<file path="src/rtl/demultiplexor_1a4.sv">
// Registered 1-to-4 demultiplexer: X steered to A/B/C/D by Selector, others zeroed.
// Optional macro DEMUX_SEL_ERR_EN adds a registered out-of-range Error flag.

module demux_lane #(
    parameter int WIDTH = 4
) (
    input  logic             clk,
    input  logic             rst_n,
    input  logic             en,
    input  logic             hit,
    input  logic [WIDTH-1:0] x,
    output logic [WIDTH-1:0] q
);

    always_ff @(posedge clk or negedge rst_n) begin
        if (!rst_n)
            q <= '0;
        else if (en)
            q <= hit ? x : '0;
    end

endmodule

module demultiplexor_1a4 #(
    parameter int WIDTH     = 4,
    parameter int SEL_WIDTH = 3
) (
    input  logic                 clk,
    input  logic                 rst_n,
    input  logic                 En,
    input  logic [WIDTH-1:0]     X,
    input  logic [SEL_WIDTH-1:0] Selector,
    output logic [WIDTH-1:0]     A,
    output logic [WIDTH-1:0]     B,
    output logic [WIDTH-1:0]     C,
    output logic [WIDTH-1:0]     D
`ifdef DEMUX_SEL_ERR_EN
    ,
    output logic                 Error
`endif
);

    logic [3:0]            sel_hit;
    logic [3:0][WIDTH-1:0] ch_q;

    // Full-width compare so codes >= 4 never alias onto a lane.
    for (genvar i = 0; i < 4; i++) begin : g_lane
        assign sel_hit[i] = (Selector == SEL_WIDTH'(i));

        demux_lane #(.WIDTH(WIDTH)) u_lane (
            .clk   (clk),
            .rst_n (rst_n),
            .en    (En),
            .hit   (sel_hit[i]),
            .x     (X),
            .q     (ch_q[i])
        );
    end

    assign A = ch_q[0];
    assign B = ch_q[1];
    assign C = ch_q[2];
    assign D = ch_q[3];

`ifdef DEMUX_SEL_ERR_EN
    always_ff @(posedge clk or negedge rst_n) begin
        if (!rst_n)
            Error <= 1'b0;
        else if (En)
            Error <= ~|sel_hit;
    end
`endif

endmodule

</file>
<file path="config.mk">
export PLATFORM = sky130hd
export DESIGN_NAME = demultiplexor_1a4
export DESIGN_NICKNAME = d
export VERILOG_FILES = /design/src/rtl/demultiplexor_1a4.sv
export SDC_FILE = /design/constraint.sdc
export NUM_CORES = 1
export LEC_CHECK = 0
export CAP_MARGIN = 5
export CORE_MARGIN = 3
export CORE_UTILIZATION = 25
export CTS_BUF_LIST = sky130_fd_sc_hd__clkbuf_8 sky130_fd_sc_hd__clkbuf_16
export CTS_CLUSTER_SIZE = 20
export DETAILED_ROUTE_END_ITERATION = 12
export PLACE_DENSITY_LB_ADDON = 0.15
export SLEW_MARGIN = 20
export SYNTH_ARGS = -nofsm -noshare
export SYNTH_HDL_FRONTEND = slang
export SYNTH_SLANG_ARGS = --single-unit
</file>
<file path="constraint.sdc">
create_clock -name clk -period 1.02 [get_ports clk]
set_input_delay 0.102 -clock clk [delete_from_list [all_inputs] [get_ports clk]]
set_output_delay 0.102 -clock clk [all_outputs]
set_load 0.01 [all_outputs]
</file>
==> flow_summary.toml, run 1 <==
[die]
pin_count = 26
initial_utilization = 0.2645
chipWidth_um = 60.25
core_mm2 = 0.002781
die_area_mm2 = 0.003629
row_count = 19
dieHeight_um = 60.25

[worst_setup_path]
end_kind = "flip-flop"
slowest_stage = "clkdlybuf4s50_1"
cp.arrival_ns = 1.14
crit_family = "buffers and inverters"
worst_setup_path_start_kind = "input pin"
ff2ff_path_depth = 2
cp_num_buf_inv = 1
worst_ep_required_time_ns = 1.16
critPathMaxFanout = 4
crit_type = "input pin to flip-flop"
critical_path_depth = 3
crit_path_max_incr_delay_ns = 0.51
worstPathCellList = "clkdlybuf4s50_1, and2b_1, a41o_2"

[detailed_routing]
firstDrtPassIters = 4
post-route-drc-count = 0
vias = 575
wl_um = 1787
ant_nets = 0
drt_iter0_markers = 15
via_per_inst = 4.600
wl_per_cell_um = 14.30

[power_and_ir_drop]
leakage_nw = 0.5695
p_total_w = 0.001456
intPower_w = 0.001127
ir_drop_mv = 1.312
p_per_area_mw_per_mm2 = 1252
power_frac_comb = 0.156
p_seq_frac = 0.458
p_switching_w = 0.0003289
switching_share = 0.2259
clkPwrFrac = 0.386

[sta]
setup_viol_count_final = 0
slew_headroom = 0.8027
period_needed_ns = 0.9955
tns_ns = 0
final_max_slew_viol_count = 0
skew_ns = 0
hold_viol_final = 0
fin_crit_sh = 0.9760
rsz0062_at_grt = "false"
tightest_slew_ns = 0.2955
max_freq_mhz = 1004

[synth]
yosysUniqueCellTypes = 11
netlist_area_um2 = 735.7
syn_area_per_cell_um2 = 12.68
synth_nets = 68
synth-seq-area-share = 0.5442
synth_seq_cells = 16
yosys-top-cells-area = "dfrtp_1 54%, nor2b_1 14%, a31o_1 13%"
syn_inst = 58
synth_warnings = 0
synth_top_area_frac = 0.5442
yosys.area.top_type = "dfrtp_1"

[cells_and_area]
nFillCells = 272
drive_gt1_frac = 0.2234
largest_register_ffs = 16
area_growth_pct = 58.16
num_antenna_cells = 0
fin_nets = 105
final_core_util = 0.4184
top_register = "g_lane.u_lane.q"
top_regs = "g_lane.u_lane.q (16)"

[clock_network]
worst_skew_pair.late_latency_ns = 0.24
cts_tree = "done"
cts_made_buffers = 3
cts.clk_slew.worst_paths_ns = 0.07
cts_root_buf = "clkbuf_8"
cts_buffer_depth = 2
cts_sinks = 16
cts-htree-levels = 1
cts_hold_buf = 0

[placed_design]
port_buffers = 25
gp_congestion = 0.6656
post-dp-hpwl_um = 1202

[global_routing]
track_usage = 0.1018
antenna_found_initial = 0
grt_start_max_net_pins = 30
grt_pass1_wl_um = 2615
grt_pass1_vias = 540
gr-total-overflow = 0

[job]
maxCapViolCount = 0

[status]
outcome = "finished clean"

[worst_hold_path]
hold_path.class = "input pin to asynchronous set/reset pin"
-- cell families (layout without fill, tap and decap cells) --
family | after synthesis | count (layout) | share of synthesized area
AOI/OAI and AO/OA | 16 | 16 | 0.2041
buffers and inverters | 3 | 39 | 0.03231
DFF | 16 | 16 | 0.5442
and+or+nand+nor | 23 | 23 | 0.2194
-- power groups by stage --
| stage | sequential, W | combinational, W | clock, W |
|---|---|---|---|
| 2_1_floorplan | 0.000690 | 0.0000748 | 0 |
| 3_3_place_gp | 0.000679 | 0.000230 | 0 |
| 3_5_place_dp | 0.000679 | 0.000230 | 0 |
| 4_1_cts | 0.000667 | 0.000215 | 0.000575 |
| 5_1_grt | 0.000670 | 0.000246 | 0.000610 |
| 6_report | 0.000667 | 0.000228 | 0.000562 |
-- synthesized netlist by cell type (all sizes together) --
cell   number
dfrtp      16
and2b       4
a31o       12
nor2        1
buf         3
nor2b      18
a41o        4
-- placed cells by master (no fill, tap or decap) --
master           count
nor2b_1             16
dfrtp_1             16
clkdlybuf4s15_1     16
a31o_1              11
clkdlybuf4s50_1      8
buf_4                8
a41o_2               4
and2b_1              4
clkbuf_8             4
nor2b_4              2
nor2_1               1
a31o_2               1
clkbuf_16            1
dlymetal6s2s_1       1
buf_12               1
-- metrics by stage --
stage | setup WS [ns] | hold WS [ns] | std cells | cell area, µm²
6_report | 0.02445 | 0.1688 | 125 | 1164
2_1_floorplan | 0.1446 | -0.1936 | 58 | 735.7
4_1_cts | 0.004089 | 0.1765 | 124 | 1117
3_3_place_gp | -0.2270 | 0.4488 | 120 | 1081
5_1_grt | 0.003612 | 0.1772 | 125 | 1164
3_5_place_dp | -0.2559 | 0.4439 | 120 | 1081
-- area by class of cell --
| cell class | instances | area (µm²) | share of cell area |
|---|---|---|---|
| Multi-Input combinational cell | 39 | 311.5 | 0.2677 |
| Clock buffer | 4 | 55.05 | 0.04731 |
| Timing Repair Buffer | 35 | 357.8 | 0.3075 |
| Sequential cell | 16 | 400.4 | 0.3441 |
| Tap cell | 31 | 38.79 | 0.03333 |
-- repair_timing --
| item | in CTS | in global routing |
|---|---|---|
| endpoints found under the setup margin | 16 | 17 |
| gates cloned | 0 | 1 |
| setup buffers | 0 | 0 |
| resized for setup | 17 | 16 |
-- final timing paths --
kind | start | to | slack [ns]
worst max-delay path | Selector[2] | g_lane[3].u_lane.q[1] | 0.02
worst min-delay path | rst_n | g_lane[2].u_lane.q[3] | 0.17
worst max register to register | g_lane[3].u_lane.q[1] | g_lane[3].u_lane.q[1] | 0.14
worst min register to register | g_lane[3].u_lane.q[0] | g_lane[3].u_lane.q[0] | 0.57
max in group asynchronous | rst_n | g_lane[0].u_lane.q[0] | 0.66
min in group clk | En | g_lane[3].u_lane.q[3] | 0.40
-- per-layer routing --
metal / track usage / vias up / wire (µm)
met5: 0 / - / 0
met3: 0.04104 / 2 / 120
li1: - / 282 / -
met1: 0.1449 / 274 / 884
met2: 0.1404 / 17 / 772
met4: 0.02848 / 0 / 9
No activity file was read; power rests on OpenSTA's default activity.
==> run 2: changes to the inputs <==
HOLD_SLACK_MARGIN = 0.03   (was unset)
SYNTH_HIERARCHICAL = 1   (was unset)
==> flow_summary.toml, run 2 <==
[cells_and_area]
fin_area_mm2 = 0.001026
final_core_util = 0.4385
area_growth_pct = 57.69
num_antenna_cells = 0
final_cell_mix = "16 x inv_1, 16 x nand3_1, 16 x o21ai_0, 16 x dfrtp_1, 15 x clkdlybuf4s15_1"
top_regs = "g_lane.u_lane/q (16)"
instances_no_fill = 129
fin_nets = 113
top_register = "g_lane.u_lane/q"
largest_register_ffs = 16
drive_gt1_frac = 0.08911

[power_and_ir_drop]
leakage_nw = 0.4427
p_per_area_mw_per_mm2 = 1260
ir_drop_mv = 0.4848

[synth]
synthFlopType = "dfrtp_1"
netlist_area_um2 = 650.6
ys_async_sr_fraction = 1.000
yosysUniqueCellTypes = 7
synth_edf_count = 0
yosys.area.top_type = "dfrtp_1"
synth-seq-area-share = 0.6154
synth_warnings = 6
synth_top_area_frac = 0.6154
synthTopCellsByCount = "16 x dfrtp_1, 16 x inv_1, 16 x nand3_1, 16 x o21ai_0, 2 x nor3b_1"
synth_seq_cells = 16
syn_area_per_cell_um2 = 9.568
synth_nets = 78
yosys-top-cells-area = "dfrtp_1 62%, nand3_1 12%, o21ai_0 12%"
syn_inst = 68

[clock_network]
cts.clk_slew.worst_paths_ns = 0.06
worst_skew_pair.late_latency_ns = 0.24
cts_hold_buf = 0
cts_sinks = 16
cts_made_buffers = 3
cts-htree-levels = 1
cts_buffer_depth = 2
cts_tree = "done"
cts_root_buf = "clkbuf_8"

[worst_setup_path]
worst_setup_path_start_kind = "flip-flop"
crit_path_max_incr_delay_ns = 0.37
rrSetupSlack_ns = 0.39
crit_family = "flip-flops"
rr_startpoint = "g_lane[1].u_lane/q[1]"
r2r-end = "g_lane[1].u_lane/q[1]"
cp_num_buf_inv = 1
slowest_stage = "dfrtp_1"
ff2ff_path_depth = 2
cp.arrival_ns = 0.89
critPathMaxFanout = 2
crit_type = "flip-flop to output port"
worst_ep_required_time_ns = 0.92
end_kind = "output port"
worstPathCellList = "dlygate4sd2_1"

[die]
dieHeight_um = 57.02
row_count = 17
chipWidth_um = 57.02
core_mm2 = 0.002340
die_area_mm2 = 0.003251
pin_count = 26
initial_utilization = 0.2781

[global_routing]
grt_pass1_vias = 550
grt_start_max_net_pins = 33
gr-total-overflow = 0
antenna_found_initial = 0
grt_pass1_wl_um = 2601
track_usage = 0.1024

[sta]
hold_viol_final = 0
tns_ns = 0
tightest_slew_ns = 0.2060
rsz0062_at_grt = "true"
setup_viol_count_final = 0
final_max_slew_viol_count = 0
period_needed_ns = 0.9910
skew_ns = 0
whs_ns = 0.1838
slew_headroom = 0.8627
fin_crit_sh = 0.9715
max_freq_mhz = 1009

[placed_design]
dpl.cell_count = 126
gp_congestion = 0.6952
placed_area_um2 = 985.9
port_buffers = 25
post-dp-hpwl_um = 1092

[detailed_routing]
drt_iter0_markers = 2
firstDrtPassIters = 2
vias = 562
via_per_inst = 4.357
wl_per_cell_um = 11.64
wl_um = 1501
ant_nets = 0
post-route-drc-count = 0

[status]
outcome = "finished clean"

[job]
maxCapViolCount = 0

[worst_hold_path]
hold_path.class = "input pin to asynchronous set/reset pin"
-- run 2: what timing repair did --
| item | CTS | global route |
|---|---|---|
| buffers inserted | 0 | 0 |
| setup endpoints to repair | 16 | 14 |
| gates resized for setup | 19 | 12 |
-- run 2: logic make-up after synthesis --
kind of cell | synth area share
flops | 0.6154
compound gates | 0.1231
simple gates | 0.1692
buf+inv | 0.09231
-- run 2: per-layer routing --
layer	track usage	vias to the layer above	share of wire
li1	-	291	-
met1	0.1525	251	0.49
met2	0.1387	20	0.41
met3	0.03620	0	0.093
met4	0.02980	0	0
met5	0	-	0
-- run 2: final cells by class --
type	instances	area, µm²
fillers	263	1314
flip-flops and latches	16	400.4
repair buffers	30	299.0
multi-input cells	36	190.2
inverters	16	60.06
clock buffers	3	41.29
well taps	28	35.03
-- run 2: worst max path at each step --
stage,to,cells after the start,slack [ns],from
finish,C[3],1,0.03,g_lane[2].u_lane/q[3]
global route,g_lane[1].u_lane/q[0],5,-0.01,Selector[0]
CTS,C[0],1,0.0007,g_lane[2].u_lane/q[0]
detailed placement,g_lane[1].u_lane/q[3],5,-0.20,Selector[0]
global placement,g_lane[1].u_lane/q[2],5,-0.16,Selector[0]
floorplan,g_lane[1].u_lane/q[0],3,0.35,Selector[2]
-- run 2: power breakdown --
part           total (W)  switching (W)  internal [W]
sequential      0.000670      0.0000122      0.000658
clock           0.000452       0.000191      0.000261
combinational   0.000171      0.0000832     0.0000874
total            0.00129       0.000286       0.00101
-- run 2: per-stage QoR --
stage / power, W / worst slack (ns)
detailed placement: 0.0008675 / -0.1963
global placement: 0.0008663 / -0.1552
CTS: 0.001311 / 0.0007177
global route: 0.001372 / -0.01348
finish: 0.001292 / 0.02905
floorplan: 0.0007202 / 0.3505
